--- src/rtl/instr_fetch.sv ---
// Instruction fetch with loadable program memory.
// Loads a program word by word, then issues instructions by pc.
module instr_fetch #(
    parameter int          DEPTH     = 256,
    parameter int          AW        = 8,
    parameter logic [15:0] HALT_WORD = 16'hCFFF,
    parameter logic [15:0] NOP_WORD  = 16'hF000
) (
    input  logic          clock,
    input  logic          reset,
    input  logic          load_mode,
    input  logic          load_valid,
    input  logic [15:0]   load_data,
    output logic          load_ready,
    input  logic [15:0]   pc,
    output logic [15:0]   instruction,
    output logic [AW:0]   program_len,
    output logic          running,
    output logic          halted,
    output logic          overflow
);

    typedef enum logic [1:0] {
        S_IDLE,
        S_LOAD,
        S_RUN,
        S_HALT
    } state_t;

    localparam logic [AW:0] DEPTH_W = (AW+1)'(DEPTH);
    localparam logic [AW:0] ONE_W   = (AW+1)'(1);

    state_t        state_q, state_d;
    logic [AW:0]   wptr_q, wptr_d;
    logic [AW:0]   len_q, len_d;
    logic [15:0]   instr_q, instr_d;
    logic          ovf_q, ovf_d;
    logic          run_q, halt_q;
    logic          in_load, has_room, wr_en, pc_ok;
    logic [15:0]   len_ext;
    logic [15:0]   mem [DEPTH];

    assign in_load  = (state_q == S_LOAD);
    assign has_room = (wptr_q < DEPTH_W);
    assign wr_en    = in_load && load_valid && has_room;

    // Full-width compare so any pc bit above AW counts as out of range.
    assign len_ext  = {{(15-AW){1'b0}}, len_q};
    assign pc_ok    = (pc < len_ext);

    always_comb begin
        state_d = state_q;
        wptr_d  = wptr_q;
        len_d   = len_q;
        ovf_d   = ovf_q;
        instr_d = instr_q;
        unique case (state_q)
            S_IDLE: begin
                instr_d = NOP_WORD;
                if (load_mode) begin
                    state_d = S_LOAD;
                    wptr_d  = '0;
                    len_d   = '0;
                    ovf_d   = 1'b0;
                end else begin
                    state_d = S_RUN;
                end
            end
            S_LOAD: begin
                instr_d = NOP_WORD;
                if (wr_en) begin
                    wptr_d = wptr_q + ONE_W;
                end
                if (load_valid && !has_room) begin
                    ovf_d = 1'b1;
                end
                if (!load_mode) begin
                    state_d = S_RUN;
                    len_d   = wptr_d;
                end
            end
            S_RUN: begin
                if (load_mode) begin
                    state_d = S_LOAD;
                    wptr_d  = '0;
                    len_d   = '0;
                    ovf_d   = 1'b0;
                    instr_d = NOP_WORD;
                end else if (pc_ok) begin
                    instr_d = mem[pc[AW-1:0]];
                end else begin
                    instr_d = HALT_WORD;
                    state_d = S_HALT;
                end
            end
            S_HALT: begin
                if (load_mode) begin
                    state_d = S_LOAD;
                    wptr_d  = '0;
                    len_d   = '0;
                    ovf_d   = 1'b0;
                    instr_d = NOP_WORD;
                end else begin
                    instr_d = HALT_WORD;
                end
            end
            default: begin
                state_d = S_IDLE;
                instr_d = NOP_WORD;
            end
        endcase
    end

    always_ff @(posedge clock) begin
        if (!reset) begin
            state_q <= S_IDLE;
            wptr_q  <= '0;
            len_q   <= '0;
            ovf_q   <= 1'b0;
            instr_q <= NOP_WORD;
            run_q   <= 1'b0;
            halt_q  <= 1'b0;
        end else begin
            state_q <= state_d;
            wptr_q  <= wptr_d;
            len_q   <= len_d;
            ovf_q   <= ovf_d;
            instr_q <= instr_d;
            run_q   <= (state_d == S_RUN);
            halt_q  <= (state_d == S_HALT);
        end
    end

    // Contents survive reset; only the pointer and length are cleared.
    always_ff @(posedge clock) begin
        if (reset && wr_en) begin
            mem[wptr_q[AW-1:0]] <= load_data;
        end
    end

    assign load_ready  = in_load && has_room;
    assign instruction = instr_q;
    assign program_len = len_q;
    assign running     = run_q;
    assign halted      = halt_q;
    assign overflow    = ovf_q;

endmodule

--- config.mk ---
export PLATFORM = sky130hd
export DESIGN_NAME = instr_fetch
export DESIGN_NICKNAME = d
export VERILOG_FILES = /design/src/rtl/instr_fetch.sv
export SDC_FILE = /design/constraint.sdc
export NUM_CORES = 2
export LEC_CHECK = 0
export BUFFER_PORTS_ARGS = -buffer_cell sky130_fd_sc_hd__buf_2
export CORE_MARGIN = 5
export CORE_UTILIZATION = 55
export DETAILED_ROUTE_END_ITERATION = 7
export PLACE_DENSITY_LB_ADDON = 0.3
export SYNTH_ARGS = -nofsm -noshare
export SYNTH_HDL_FRONTEND = slang
export SYNTH_SLANG_ARGS = --single-unit
export TNS_END_PERCENT = 50
--- constraint.sdc ---
create_clock -name clock -period 3.3 [get_ports clock]
set_input_delay 0.165 -clock clock [delete_from_list [all_inputs] [get_ports clock]]
set_output_delay 0.165 -clock clock [all_outputs]
set_load 0.02 [all_outputs]
==> impl_results.md <==
- R2r endpoint: instruction[1]
- Worst-Margin Slew: 1450 ps
- Data arrival, critical path: 4210 ps
- Final std cells w/o fill: 11,600
- CP endpoint kind: flip-flop
- Mapped Area: 0.159 sq mm
- Rows: 197
- Antenna-violating nets left: 0
- Core footprint: 0.288 sq mm
- GR Overflow Total: 0
- Vias in the first global route: 77,800
- Die width: 547 um
- Critical path class: flip-flop to flip-flop
- CP Launch Type: flip-flop
- Final Cycle Share: 1.02
- Clock Skew: 71.0 ps
- Core Util, Final: 0.632
- First-pass iteration count of the detailed router: 6
- Fmax: 296 MHz
- Hold Crit Start: load_data[8]
- Htree depth: 5
- Residual DRC: 0
- Final Hold Fails: 0
- Gpl congestion: 0.898
- Die H: 547 um
- LEAKAGE: 0.0574 uW
- Gr usage total: 0.272
- Setup TNS Final: -80.2 ps
- CTS Buffer Depth: 4
- Placed Area: 0.168 sq mm
- Starting Density: 0.551
- Port bufs: 64
- Synth-to-Final Area Change: 14.6%
- Nets@finish: 7,549
- Share of cells above drive strength 1: 0.321
- Ys flop type: edfxtp_1
- Fraction of registers with async set/reset: 0
- DPL Wire Length: 244,000 um
- Register-to-register setup slack: -80 ps
- Clk sinks: 4,135
- Synth warnings: 0
- Largest family of logic cells by synthesized area: multiplexers
- Post-synth cell types: 59
- Dpl cells: 10,900
- Worst-path cell chain: mux4_2 > mux4_2 > a22oi_1 > buf_4 > a21oi_1 > nor4_1 > buf_4 > a31oi_1
- Hold depth: 1
- Worst EP required: 4130 ps
- Post-DR vias/cell: 6.68
- Power density over cell area: 599 mW/mm^2
- Routed WL per cell: 35.0 um
- Synth Net Count: 6,775
- Mapped Cells: 6,727
- Critical path peak fanout: 1
- Die area: 0.299 sq mm
- Via count: 77,700
- RSZ-0062 raised after global routing: false
- Mux cell area share after synthesis: 0.176
- Initial antenna violation count: 18
- IO Pins: 65
- CTS tree: done
- Number of synthesized flops with an enable pin: 4,096
- Post-synthesis simple-gate area fraction: 0.0147
- Final setup fails: 1
- Post-Synth Adder-Cell Area: 0.000947
- Hold EP: mem[211][8]
- Fin area: 0.182 sq mm
- FF+latch count, synth: 4,135
- Worst skew pair latency: 960 ps
- FF-to-FF path depth: 8
- Final Max Slew Viols: 0
- Largest net degree at the start of global routing: 135
- Clock slew at the register clock pins of the worst setup and hold paths: 70 ps
- Post-route setup slack: -80.2 ps
- Clock period minus worst slack: 3380 ps
- First-pass GRT wire length: 582,000 um
- Failing checks: setup timing
- Initial DRC count: 11,700
- Total wire length: 407,000 um
- Status: finished with violations
- Post-synthesis compound-gate area fraction: 0.0142
- Clock root cell: clkbuf_16
- Critical-path top delay cell: nor4_1
- Sequential area share after synthesis: 0.781
- Worst reg2reg startpoint: mem[111][1]
- Worst IR Drop VDD: 449 uV
- Hold Path Class: input pin to flip-flop
- Max incr delay on CP: 1000 ps
- Post-synthesis xor/xnor area fraction: 0.000276
- MaxCap Viol Count: 0
- Worst rel slew slack: 0.0304
- Post-Syn Area per Cell: 23.6 sq um
- Total CTS buffers: 404
==> area by class of cell <==
cell class	instances	area, sq um
flip-flops and latches	4135	124000
repair buffers	755	7170
well taps	3781	4730
clock inverters	238	2480
clock buffers	504	10700
multi-input cells	2190	32800
diodes	14	35.0
fillers	18400	106000
inverters	15	56.3
==> layout by cell type (no fill, tap or decap), types with 10 or more instances in the layout <==
| cell | count |
|---|---|
| clkbuf_1 | 85 |
| dfxtp_1 | 39 |
| buf_4 | 556 |
| nand3_1 | 42 |
| ha_1 | 12 |
| nor3_1 | 17 |
| mux2i_1 | 128 |
| buf_2 | 43 |
| clkinv_2 | 75 |
| nor2_1 | 301 |
| edfxtp_1 | 4096 |
| o21ai_0 | 27 |
| a221oi_1 | 27 |
| clkbuf_16 | 408 |
| clkinv_1 | 87 |
| diode_2 | 14 |
| bufinv_16 | 42 |
| nor2b_1 | 20 |
| a21oi_1 | 41 |
| mux4_2 | 1184 |
| buf_12 | 114 |
| clkbuf_8 | 27 |
| nor2_2 | 13 |
| clkinvlp_4 | 10 |
| dlygate4sd3_1 | 23 |
| nand2_1 | 72 |
| a22o_1 | 24 |
| inv_1 | 13 |
| a31oi_1 | 18 |
| nand4_1 | 10 |
| o22ai_1 | 50 |
| a22oi_1 | 74 |
==> sequential cells by signal, indices dropped and copies added (netlist names) <==
| register | count |
|---|---|
| mem | 4096 |
| halted | 1 |
| overflow | 1 |
| instruction | 16 |
| wptr_q | 9 |
| program_len | 9 |
| running | 1 |
| state_q | 2 |
==> per-stage QoR <==
| step | power, uW | hold WS [ps] | setup slack, ps |
|---|---|---|---|
| after detailed placement | 64100 | 493 | -648 |
| after global placement | 64000 | 492 | -666 |
| after global routing | 112000 | 36.4 | 46.1 |
| final | 109000 | 15.3 | -80.2 |
| after CTS | 109000 | 12.9 | 28.8 |
| after floorplan | 61500 | 264 | 236 |
==> synth_stat cells (6+ instances only) <==
cell	instances	share of area
buf_4	38	0.0018
a221oi_1	27	0.0015
a22oi_1	74	0.0035
buf_1	52	0.0012
a21boi_0	6	0.00028
a22o_1	24	0.0013
a32oi_1	7	0.00039
and2_1	9	0.00036
mux2i_1	128	0.0081
a221o_1	8	0.00051
o21ai_1	6	0.00019
buf_2	98	0.0031
o22ai_1	50	0.0020
buf_6	33	0.0023
nand2b_1	9	0.00036
a31oi_1	18	0.00071
inv_1	13	0.00031
edfxtp_1	4096	0.78
mux4_2	1184	0.17
nand4_1	10	0.00039
or3_1	9	0.00036
ha_1	12	0.00095
nor4_1	9	0.00036
nor2b_1	25	0.00099
dfxtp_1	39	0.0049
clkbuf_1	166	0.0039
o21ai_0	29	0.00092
nor2_1	316	0.0075
nand2_1	72	0.0017
nor3_1	17	0.00054
a21oi_1	41	0.0013
nand3_1	42	0.0013
==> metal layers <==
layer	share of wire	GRT usage	vias to the layer above
met5	0.00023	0	-
met4	0.042	0.0987	8
met2	0.48	0.422	5205
met3	0.12	0.0677	866
met1	0.36	0.383	41200
li1	-	-	30500
==> how the worst max path moves through the flow <==
stage	startpoint	end	slack, ps	cells after the start
2_1_floorplan	state_q[1]	mem[115][0]	240	9
3_3_place_gp	pc[0]	instruction[4]	-670	11
3_5_place_dp	pc[0]	instruction[4]	-650	11
4_1_cts	mem[111][1]	instruction[1]	30	8
5_1_grt	mem[111][1]	instruction[1]	50	8
6_report	mem[111][1]	instruction[1]	-80	8
==> critical path: cells and delay by family (launching register included) <==
kind	cells	cell delay [ps]
AOI/OAI and AO/OA	3	370
muxes	2	1040
and+or+nand+nor	1	1000
DFF	1	390
buffers and inverters	2	460
==> logic make-up after synthesis <==
group | after synthesis
DFF | 4135
muxes | 1315
and+or+nand+nor | 537
buffers and inverters | 402
AOI/OAI and AO/OA | 321
adders and majority gates | 12
xor gates and xnor gates | 5
==> report_power, final <==
part / total, uW / leakage, uW / internal (uW) / switching (uW)
sequential: 57700 / 0.0371 / 57700 / 31.0
combinational: 5280 / 0.0139 / 2110 / 3170
clock: 45800 / 0.00642 / 26300 / 19500
==> repair_timing <==
item / 4_1_cts / 5_1_grt
setup endpoints to repair: 1 / 0
resized for setup: 1 / 0
hold endpoints to repair: 962 / 0
buffers inserted: 0 / 0
hold buffers: 23 / 0
Note: power is estimated with default switching activity, not from simulation.
